`src/rtl/przesuniecie_pkg.sv`:
```
// przesuniecie_pkg
// Shared types and helpers for the sequential sign-magnitude shifter.
//   mode_t   : shift/rotate operation selected by i_mode
//   state_t  : control FSM states of przesuniecie_seq
//   normSign : sign bit of a sign-magnitude value after zero normalisation
package przesuniecie_pkg;

  typedef enum logic [1:0] {
    SHL = 2'b00,
    SHR = 2'b01,
    ROL = 2'b10,
    ROR = 2'b11
  } mode_t;

  typedef enum logic [1:0] {
    IDLE  = 2'b00,
    SHIFT = 2'b01,
    DONE  = 2'b10
  } state_t;

  // A zero magnitude is always reported as +0, so the sign survives only
  // when at least one magnitude bit is set.
  function automatic logic normSign(input logic sign, input logic magNonZero);
    return sign & magNonZero;
  endfunction

endpackage

```
`src/rtl/przesuniecie_step.sv`:
```
// przesuniecie_step
// Combinational shift/rotate of a W-bit magnitude by 0..STEP positions.
// Ports:
//   mag_i   [W-1:0]      magnitude to move
//   amt_i   [AMT_W-1:0]  number of positions, 0..STEP
//   mode_i  mode_t       SHL/SHR shift in zeros, ROL/ROR rotate within W bits
//   mag_o   [W-1:0]      moved magnitude
//   lost_o               SHL only: at least one 1 was shifted out of the top
module przesuniecie_step
  import przesuniecie_pkg::*;
#(
  parameter int W     = 31,
  parameter int STEP  = 4,
  parameter int AMT_W = $clog2(STEP) + 1
) (
  input  logic [W-1:0]     mag_i,
  input  logic [AMT_W-1:0] amt_i,
  input  mode_t            mode_i,
  output logic [W-1:0]     mag_o,
  output logic             lost_o
);

  // One small shifter per possible amount, selected by amt_i. STEP never
  // exceeds W, so W-k is always a legal shift distance; for k == W a rotate
  // reduces to the identity, which is the correct result.
  always_comb begin
    mag_o  = mag_i;
    lost_o = 1'b0;
    for (int k = 1; k <= STEP; k++) begin
      if (amt_i == AMT_W'(k)) begin
        case (mode_i)
          SHL: begin
            mag_o  = mag_i << k;
            lost_o = |(mag_i >> (W - k));
          end
          SHR:     mag_o = mag_i >> k;
          ROL:     mag_o = (mag_i << k) | (mag_i >> (W - k));
          ROR:     mag_o = (mag_i >> k) | (mag_i << (W - k));
          default: mag_o = mag_i;
        endcase
      end
    end
  end

endmodule

```
`src/rtl/przesuniecie_seq.sv`:
```
// przesuniecie_seq
// Sequential sign-magnitude shifter/rotator. Moves the operand magnitude by
// up to STEP positions per clock, so long shifts cost cycles, not area.
// Ports:
//   i_clk, i_rst          clock (rising edge), synchronous active-high reset
//   i_start               request, only looked at while idle
//   i_mode   [1:0]        00 SHL, 01 SHR, 10 ROL, 11 ROR (magnitude only)
//   i_arg_A  [BITS-1:0]   operand, sign-magnitude
//   i_arg_B  [BITS-1:0]   shift amount, sign-magnitude
//   o_busy                high while shifting and during the done cycle
//   o_done                one-cycle completion pulse
//   o_result [BITS-1:0]   result, held until the next completion
//   o_error               negative/oversized amount or SHL overflow
module przesuniecie_seq
  import przesuniecie_pkg::*;
#(
  parameter int BITS = 32,
  parameter int STEP = 4
) (
  input  logic            i_clk,
  input  logic            i_rst,
  input  logic            i_start,
  input  logic [1:0]      i_mode,
  input  logic [BITS-1:0] i_arg_A,
  input  logic [BITS-1:0] i_arg_B,
  output logic            o_busy,
  output logic            o_done,
  output logic [BITS-1:0] o_result,
  output logic            o_error
);

  localparam int MAG_W = BITS - 1;
  localparam int CNT_W = $clog2(BITS) + 1;
  localparam int AMT_W = $clog2(STEP) + 1;

  state_t            state_q,  state_d;
  logic [MAG_W-1:0]  mag_q,    mag_d;
  logic              sign_q,   sign_d;
  mode_t             mode_q,   mode_d;
  logic [CNT_W-1:0]  rem_q,    rem_d;
  logic              ovf_q,    ovf_d;
  logic [BITS-1:0]   result_q, result_d;
  logic              error_q,  error_d;

  logic [MAG_W-1:0]  argMag;
  logic              startErr;
  logic              zeroShift;
  logic [AMT_W-1:0]  stepAmt;
  logic [MAG_W-1:0]  stepMag;
  logic              stepLost;
  logic [CNT_W-1:0]  remAfter;

  // Negative zero is a valid zero shift, so only a nonzero magnitude with
  // the sign set counts as a negative amount.
  assign argMag    = i_arg_B[MAG_W-1:0];
  assign startErr  = (i_arg_B[BITS-1] && (argMag != '0)) ||
                     (argMag > MAG_W'(BITS - 1));
  assign zeroShift = (argMag == '0);

  // Each SHIFT cycle moves min(STEP, remaining) positions.
  assign stepAmt  = (rem_q >= CNT_W'(STEP)) ? AMT_W'(STEP) : AMT_W'(rem_q);
  assign remAfter = rem_q - CNT_W'(stepAmt);

  przesuniecie_step #(
    .W     (MAG_W),
    .STEP  (STEP),
    .AMT_W (AMT_W)
  ) u_step (
    .mag_i  (mag_q),
    .amt_i  (stepAmt),
    .mode_i (mode_q),
    .mag_o  (stepMag),
    .lost_o (stepLost)
  );

  // Next-state logic. The result registers are written on the edge that
  // enters DONE, so o_result/o_error already carry the new value during the
  // o_done cycle and stay put until the next completion.
  always_comb begin
    state_d  = state_q;
    mag_d    = mag_q;
    sign_d   = sign_q;
    mode_d   = mode_q;
    rem_d    = rem_q;
    ovf_d    = ovf_q;
    result_d = result_q;
    error_d  = error_q;

    case (state_q)
      IDLE: begin
        if (i_start) begin
          if (startErr) begin
            result_d = '0;
            error_d  = 1'b1;
            state_d  = DONE;
          end else if (zeroShift) begin
            result_d = {normSign(i_arg_A[BITS-1], |i_arg_A[MAG_W-1:0]),
                        i_arg_A[MAG_W-1:0]};
            error_d  = 1'b0;
            state_d  = DONE;
          end else begin
            mag_d   = i_arg_A[MAG_W-1:0];
            sign_d  = i_arg_A[BITS-1];
            mode_d  = mode_t'(i_mode);
            rem_d   = CNT_W'(argMag);
            ovf_d   = 1'b0;
            state_d = SHIFT;
          end
        end
      end

      SHIFT: begin
        mag_d = stepMag;
        rem_d = remAfter;
        ovf_d = ovf_q | stepLost;
        if (remAfter == '0) begin
          result_d = {normSign(sign_q, |stepMag), stepMag};
          error_d  = ovf_q | stepLost;
          state_d  = DONE;
        end
      end

      DONE: begin
        state_d = IDLE;
      end

      default: begin
        state_d = IDLE;
      end
    endcase
  end

  // State and datapath registers; reset clears everything including the
  // visible result, and aborts any request in flight.
  always_ff @(posedge i_clk) begin
    if (i_rst) begin
      state_q  <= IDLE;
      mag_q    <= '0;
      sign_q   <= 1'b0;
      mode_q   <= SHL;
      rem_q    <= '0;
      ovf_q    <= 1'b0;
      result_q <= '0;
      error_q  <= 1'b0;
    end else begin
      state_q  <= state_d;
      mag_q    <= mag_d;
      sign_q   <= sign_d;
      mode_q   <= mode_d;
      rem_q    <= rem_d;
      ovf_q    <= ovf_d;
      result_q <= result_d;
      error_q  <= error_d;
    end
  end

  assign o_busy   = (state_q != IDLE);
  assign o_done   = (state_q == DONE);
  assign o_result = result_q;
  assign o_error  = error_q;

endmodule

```
`config.mk`:
```
export PLATFORM = sky130hd
export DESIGN_NAME = przesuniecie_seq
export DESIGN_NICKNAME = d
export VERILOG_FILES = /design/src/rtl/przesuniecie_pkg.sv /design/src/rtl/przesuniecie_step.sv /design/src/rtl/przesuniecie_seq.sv
export SDC_FILE = /design/constraint.sdc
export NUM_CORES = 1
export LEC_CHECK = 0
export BUFFER_PORTS_ARGS = -buffer_cell sky130_fd_sc_hd__buf_4
export CAP_MARGIN = 20
export CORE_MARGIN = 5
export CORE_UTILIZATION = 58
export CTS_BUF_LIST = sky130_fd_sc_hd__clkbuf_2 sky130_fd_sc_hd__clkbuf_4 sky130_fd_sc_hd__clkbuf_8
export DETAILED_ROUTE_END_ITERATION = 6
export HOLD_SLACK_MARGIN = 0.06
export PLACE_DENSITY_LB_ADDON = 0.12
export SLEW_MARGIN = 10
export SYNTH_ARGS = -nofsm -noshare
export SYNTH_HDL_FRONTEND = slang
export SYNTH_SLANG_ARGS = --single-unit
```
`constraint.sdc`:
```
create_clock -name i_clk -period 4 [get_ports i_clk]
set_input_delay 0.8 -clock i_clk [delete_from_list [all_inputs] [get_ports i_clk]]
set_output_delay 0.8 -clock i_clk [all_outputs]
set_load 0.02 [all_outputs]
```
Word level (Yosys, flattened, before mapping):

Cells that the tools add are included.

* bits of input ports: 69
* register bits after elaboration: 76
* logic and storage cells: 100
* output and inout port bits: 35

* reductions and logical operators: 18
* bitwise logic cells: 13
* add/sub/neg operators: 1
* equality and inequality tests: 14
* magnitude comparators: 2
* muxes and demuxes: 44

Operator list (number)
* one-hot mux 31 bit (4 select lines): 4
* two-way mux 31 bit: 7
* two-way mux 32 bit: 4
* one-hot mux 32 bit (2 select lines): 1
* one-hot mux 31 bit (2 select lines): 1
* OR reduction 31 bit: 2
* > comparator 31 x 5 -> 1 bit (second input constant): 1
* zero test 31 bit: 1
* OR 27 x 31 -> 31 bit: 1
* OR 28 x 31 -> 31 bit: 1
* OR 29 x 31 -> 31 bit: 1
* OR 30 x 31 -> 31 bit: 1
* OR 31 x 1 -> 31 bit: 1
* OR 31 x 2 -> 31 bit: 1
* OR 31 x 3 -> 31 bit: 1
* OR 31 x 4 -> 31 bit: 1
* nonzero test 31 bit: 1
* two-way mux 6 bit: 3
* two-way mux 1 bit: 15
* one-hot mux 6 bit (2 select lines): 1
* AND reduction 4 bit: 3
* two-way mux 2 bit: 4
* inequality test 2 bit (second input constant): 4
* == test 2 bit (second input constant): 3
* 22 further kinds: 29

Longest topological paths before layout:

Gate-level depths: netlist of the first run.

* depth in word-level cells: 13
* depth in mapped cells: 16
* mapped depth without buffers: 10

Cells and area by module:

From an unflattened synthesis of the first run, not the netlist that was laid out.

* cells, all modules: 773
* area total of the unflattened synthesis: 5928.2 um^2

By module, submodules not included
* przesuniecie_seq: times used 1, sequential area each 1521.5 um^2, area each 3764.9 um^2, cells each 400
* przesuniecie_step: times used 1, sequential area each 0.0 um^2, area each 2163.3 um^2, cells each 373

Worst setup path after synthesis of the first run:

No wires, ideal clock.

* path kind: flip-flop to flip-flop
* start point: reg rem_q[1]
* end point: reg result_q[0] (netlist: o_result[0])
* cell stages (with the launch flop): 13
* period minus slack after synthesis: 3396 ps
* data arrival time: 3259 ps
* buffers on the path: 6
* slack: 604 ps
* library setup time: 137 ps
* data required time: 3863 ps
* cells stage by stage: dfxtp_1 clkbuf_1 buf_2 clkbuf_1 clkbuf_1 nand2_1 ha_1 or4b_1 o221a_2 o32ai_2 clkbuf_1 clkbuf_1 a211oi_1

* word-level cells in the longest chain between the ends: 9
* elaborated cells between the ends (all ways): 16
* those cells by class: add/sub: 1; order compare: 1; eq/ne: 5; mux: 7; reduce/logical: 2

RTL lines
* from (decl): RTL line przesuniecie_seq.sv:40 `logic [CNT_W-1:0] rem_q, rem_d;`
* from (signal assigned): RTL line przesuniecie_seq.sv:150 `rem_q <= rem_d;`
* branches (longest 9 deep; another with greater-or-equal comparator 6 x 3 -> 1 bit)
* to (signal assigned): RTL line przesuniecie_seq.sv:152 `result_q <= result_d;`
* to (decl): RTL line przesuniecie_seq.sv:42 `logic [BITS-1:0] result_q, result_d;`

Several ways; the timed one is not identified. The select of a mux whose other input is x is not followed.
A chain may end at the register's enable or synchronous reset.

Worst setup path in the final report of the first run:

* start point: reg rem_q[5]
* end point: reg result_q[6] (netlist: o_result[6])

The elaborated chain is that of the path after synthesis.

==> results_dict.tcl, run 1 <==
set metrics [dict create \
    worstPathArrival_ns 3.53 \
    wl_mm 19.94 \
    synth-xor-area-share_pct 0.1539 \
    final_cells 945 \
    num_vias 6567 \
    initial_core_util_pct 58.77 \
    synthArstFlopShare_pct 0 \
    gr-total-overflow 0 \
    met2_usage_pct 52.85 \
    cts.sink_count 76 \
    whs_endpoint "ovf_q" \
    fin_area_um2 6595 \
    regToRegStartpoint "rem_q[5]" \
    ys_seq_elements 76 \
    p_int_w 0.001091 \
    htreeDepth 3 \
    finalSetupTns_ns 0 \
    antennaDiodeCount 0 \
    grt_pass1_vias 5954 \
    min_path_cells 2 \
    cap_violations 0 \
    grt.met1_usage_pct 42.27 \
    rows 36 \
    setup_viol 0 \
    finalClockSkew_ns 0.007996 \
    synth_edf_count 0 \
    route.antenna.remaining_nets 0 \
    firstDrtPassIters 7 \
    dp_hpwl_mm 14.31 \
    power.leakage_nw 2.250 \
    start_kind "register" \
    synth_top_area_cell "dfxtp_1" \
    synth_top_family_by_area "compound AO/OA/AOI/OAI gates" \
    vdd_drop_max_mv 0.2470 \
    die_h_um 109.1 \
    clock_latency_ns 0.38 \
    rrSetupSlack_ns 0.74 \
    cts-root-buf "clkbuf_8" \
    period_needed_ns 3.256 \
    fillers 843 \
    vias_per_cell 6.949 \
    ctsResizeCount 0 \
    gp_congestion 0.9504 \
    clk_pin_slew_ns 0.07 \
    total_power_w 0.001500 \
    crit_type "register to register" \
    slew_viol_final 0 \
    tritoncts "done" \
    worstMarginPinSlew_ns 0.7991 \
    swShare_pct 27.22 \
    synth_compound_area_share_pct 34.82 \
    worstHoldStart "ovf_q" \
    drc_errors 1 \
    cts_buffer_depth 2 \
    synthAdderAreaFrac_pct 0.2198 \
    placed_cells 932 \
    yosysWarningCount 0 \
    outcome "complete, but fails checks" \
    cts_buffers 9 \
    syn_area_per_cell_um2 7.479 \
    muxShareOfSynthArea_pct 6.771 \
    grt_most_used_layer "met2" \
    die_area_um2 11890 \
    power_frac_clock_pct 33.7 \
    rsz0062_at_grt "no" \
    syn_area_um2 5692 \
    final_common_cell "buf_4" \
    wl_per_cell_um 21.10 \
    ys_top_cells_by_area "dfxtp_1 27%, a311oi_1 8.2%, nor2_1 6.9%" \
    required_ns 4.28 \
    synth_cell_type_count 64 \
    syn_nets 831 \
    critical_path.max_fanout 63 \
    hold_path.class "register to register" \
    grt_pass1_wl_mm 30.97 \
    min_period_over_period_pct 81.40 \
    rr_endpoint "o_result[6]" \
    ff2ff_path_depth 10 \
    nets 880 \
    ctsHoldBuffers 0 \
    cp-end-kind "register" \
    drtIter0Drc 852 \
    synth-simple-area-share_pct 24.49 \
    track_usage_pct 33.33 \
    synth_ff_type "dfxtp_1" \
    power.switching_w 0.0004082 \
    syn_to_final_growth_pct 15.87 \
    seq_power_share_pct 52.8 \
    portBuffers 103 \
    core_area_um2 9684 \
    die_w_um 109.1 \
    synth_cells 761 \
    netlist.area_leader.share_pct 26.73 \
    comb_power_share_pct 13.5 \
    hold_viol_final 0 \
    power.density_nw_per_um2 227.4 \
    relSlewSlack_pct 46.17 \
    layout_common_cells "117 x buf_4, 103 x nor2_1, 74 x dfxtp_1" \
    violations "design-rule violations" \
    ys_seq_area_share_pct 26.73 \
    grtUsageMet3_pct 6.631 \
    antenna_found_initial 0 \
    pin_count 104 \
    grt_max_degree 77 \
    max_freq_ghz 0.3071 \
    post-cts-setup-buffer-count 0 \
    drive_above_1_share_pct 19.95 \
    placed_area_um2 6446 \
]
[routing by layer]
layer	up-vias	routed length, um
li1	3014	-
met1	3027	7491
met2	450	9364
met3	76	1995
met4	0	1092
met5	-	0
[layout make-up]
class | count | area [um^2] | share of cell area (%)
Clock buffer | 10 | 131.4 | 1.992
Clock inverter | 3 | 17.52 | 0.2656
Inverter | 7 | 26.28 | 0.3984
Multi-Input combinational cell | 597 | 3811 | 57.79
Sequential cell | 76 | 1524 | 23.11
Tap cell | 133 | 166.4 | 2.523
Timing Repair Buffer | 119 | 918.4 | 13.93
[sequential cells by signal (all words and copies together), names as in the netlist]
| register | count |
|---|---|
| mag_q | 31 |
| mode_q | 2 |
| o_error | 1 |
| o_result | 32 |
| ovf_q | 1 |
| rem_q | 6 |
| sign_q | 1 |
| state_q | 2 |
[critical path, cell delays in order, from the launching register on]
cell	delay (ns)
dfxtp_1	0.38
or4_4	0.75
nand2_1	0.14
ha_1	0.24
nor4b_1	0.33
a211o_1	0.17
nand3_1	0.13
o32ai_4	0.39
buf_12	0.30
nor2_1	0.07
a211oi_1	0.24
[kinds of logic (layout without fill, tap and decap cells)]
family / after synthesis / after routing
compound gates: 283 / 283
mux: 23 / 23
other cells: 1 / 1
fa+ha+maj: 1 / 1
flops: 76 / 76
simple gates: 288 / 288
buf+inv: 88 / 139
xor+xnor: 1 / 1
[metrics by stage]
step	util [%]	hold slack (ns)	worst slack [ns]
6_report	68.10	0.4876	0.7441
4_1_cts	68.10	0.4883	0.7754
2_1_floorplan	-	0.4574	0.6038
5_1_grt	68.10	0.5048	0.4762
3_3_place_gp	66.56	0.4636	0.9570
3_5_place_dp	66.56	0.4765	0.8309
[synth_stat cells (3+ instances only)]
cell type    n
o31a_1       3
clkbuf_1    54
a31oi_1     18
a22oi_1     28
nor2_1     104
nor2b_1      8
nor3_1       3
a21oi_1     50
dfxtp_1     76
buf_2       19
a211oi_1    44
mux2i_1      7
nand4_1      4
nand2_1     73
nand3_1     14
nand2b_1    28
o21a_1       3
and3_1       6
inv_1        7
o211ai_1     3
nor4_1      24
o21bai_1     4
buf_6        4
a21o_1       3
o21ai_0     42
a311oi_1    53
a211o_1      9
mux4_2      12
buf_1        4
a32oi_1      4
mux2_2       3
nand3b_1     8
[power by group through the flow]
stage	Sequential, W	Clock [W]	Combinational [W]
2_1_floorplan	0.000831	0	0.0000621
3_3_place_gp	0.000808	0	0.000198
3_5_place_dp	0.000809	0	0.000201
4_1_cts	0.000791	0.000507	0.000202
5_1_grt	0.000793	0.000542	0.000217
6_report	0.000791	0.000506	0.000203
[worst max-delay path by stage]
| stage | end | cells after the start | start |
|---|---|---|---|
| finish | o_result[6] | 10 | rem_q[5] |
| global route | o_result[21] | 10 | rem_q[3] |
| CTS | o_result[6] | 10 | rem_q[2] |
| detailed placement | o_result[16] | 10 | rem_q[5] |
| global placement | mag_q[1] | 10 | i_arg_B[22] |
| floorplan | o_result[0] | 12 | rem_q[1] |
(Power assumes the default switching activity.)
==> run 2: changes to the inputs <==
- clock period: 4 -> 3.2 ns (I/O delays scaled with it)
==> results_dict.tcl, run 2 (synthesis results as in run 1) <==
set metrics [dict create \
    outcome "completed" \
    rrSetupSlack_ns 0.21 \
    die_w_um 109.1 \
    finalClockSkew_ns 0.01212 \
    power_frac_clock_pct 37.6 \
    slew_viol_final 0 \
    post-cts-setup-buffer-count 0 \
    dr_wl_met3_mm 1.970 \
    vdd_drop_max_mv 0.2049 \
    dp_hpwl_mm 14.80 \
    gr-total-overflow 0 \
    vias_per_cell 6.938 \
    grt_max_degree 77 \
    layout_common_cells "128 x buf_4, 103 x nor2_1, 74 x dfxtp_1" \
    cp_num_buf_inv 1 \
    final_common_cell "buf_4" \
    rsz0062_at_grt "no" \
    min_period_over_period_pct 93.46 \
    highest-signal-layer "met4" \
    power.density_nw_per_um2 295.7 \
    htreeDepth 3 \
    fin_util_pct 69.69 \
    pin_count 104 \
    largest_reg_flops 32 \
    track_usage_pct 34.02 \
    initial_core_util_pct 58.77 \
    p_int_w 0.001454 \
    max_freq_ghz 0.3344 \
    finalSetupTns_ns 0 \
    rows 36 \
    portBuffers 103 \
    cp_cell_sequence "or4_4, nand2_1, ha_1, nor4b_1, a211o_1, nand3_1, o32ai_4, buf_12, nor2_1, a211oi_1, o21a_1" \
    wl_met2_mm 9.891 \
    cap_violations 0 \
    cts-root-buf "clkbuf_8" \
    regToRegStartpoint "rem_q[2]" \
    cp_slowest_stage_delay_ns 0.56 \
    wl_per_cell_um 21.16 \
    cts_buffers 9 \
    drtIter0Drc 796 \
    rr_endpoint "o_result[31]" \
    worstHoldStart "o_error" \
    cts_buffer_depth 2 \
    cp-end-kind "register" \
    start_kind "register" \
    cts.sink_count 76 \
    drc_errors 0 \
    relSlewSlack_pct 38.40 \
    crit_family "simple AND/OR/NAND/NOR gates" \
    placed_cells 944 \
    clk_pin_slew_ns 0.08 \
    swShare_pct 27.15 \
    required_ns 3.49 \
    ctsResizeCount 0 \
    grt_pass1_wl_mm 31.91 \
    antennaDiodeCount 0 \
    route.antenna.remaining_nets 0 \
    setup_viol 0 \
    crit_type "register to register" \
    holdWs_ns 0.4899 \
    fillers 824 \
    nets 892 \
    ctsHoldBuffers 0 \
    wl_met1_mm 7.457 \
    worstPathArrival_ns 3.28 \
    core_area_um2 9684 \
    num_vias 6660 \
    ff2ff_path_depth 11 \
    period_needed_ns 2.991 \
    die_area_um2 11890 \
    power.switching_w 0.0005419 \
    syn_to_final_growth_pct 18.58 \
    whs_endpoint "o_error" \
    min_path_cells 2 \
    drive_above_1_share_pct 21.40 \
    clock_latency_ns 0.35 \
    gp_congestion 0.9908 \
    hold_path.class "register to register" \
    seq_power_share_pct 49.5 \
    antenna_found_initial 0 \
    grt_pass1_vias 6183 \
    tritoncts "done" \
    die_h_um 109.1 \
    critical_path.max_fanout 68 \
    wl_mm 20.31 \
    power.leakage_nw 2.336 \
    worstMarginPinSlew_ns 0.9164 \
    hold_viol_final 0 \
    cp_slowest_cell "or4_4" \
    comb_power_share_pct 12.9 \
    firstDrtPassIters 6 \
    final_cells 960 \
]
run 2: changes by cell type in the layout (fill, tap and decap cells not counted):
cell and delta:
buf_12 +1, buf_4 +11, bufinv_16 +1, clkbuf_4 -1
clkinv_2 -1, clkinv_4 +2, clkinvlp_4 +1, inv_6 +1
run 2: area by class of cell:
class,instances,area (um^2),share of cell area [%]
multi-input combinational,597,3811,56.47
clock inverter,7,76.32,1.131
sequential,76,1524,22.58
clock buffer,9,123.9,1.835
inverter,7,26.28,0.3893
tap,133,166.4,2.466
timing repair buffer,131,1021,15.13
run 2: tightest hold or removal path, stage by stage, from the launching register on:
cell	delay, ns
dfxtp_1	0.33
nand2b_1	0.07
a21oi_1	0.05
run 2: per-stage QoR:
step / instance area [um^2] / total power (W) / worst slack (ns)
2_1_floorplan: 5718 / 0.001119 / 0.03414
3_3_place_gp: 6549 / 0.001259 / 0.2964
3_5_place_dp: 6549 / 0.001264 / 0.2555
4_1_cts: 6749 / 0.002012 / 0.2488
5_1_grt: 6749 / 0.002076 / 0.04593
6_report: 6749 / 0.001996 / 0.2092
run 2: worst max path at each step:
stage | from | end | slack (ns) | depth (start not counted)
floorplan | rem_q[2] | o_result[31] | 0.03 | 16
global placement | i_arg_B[22] | mag_q[1] | 0.30 | 8
detailed placement | i_arg_B[16] | mag_q[28] | 0.26 | 8
CTS | rem_q[2] | o_result[31] | 0.25 | 11
global route | rem_q[2] | o_result[31] | 0.05 | 11
finish | rem_q[2] | o_result[31] | 0.21 | 11
run 2: power by group through the flow:
| stage | Sequential [W] | Clock, W | Combinational (W) |
|---|---|---|---|
| floorplan | 0.00104 | 0 | 0.0000811 |
| global placement | 0.00101 | 0 | 0.000251 |
| detailed placement | 0.00101 | 0 | 0.000254 |
| CTS | 0.000988 | 0.000769 | 0.000256 |
| global route | 0.000991 | 0.000811 | 0.000274 |
| finish | 0.000988 | 0.000751 | 0.000257 |
run 2: layer usage:
layer | global-route usage [%] | up-vias
li1 | - | 3034
met5 | 0 | -
met2 | 55.57 | 451
met3 | 6.750 | 80
met4 | 17.40 | 0
met1 | 42.43 | 3095
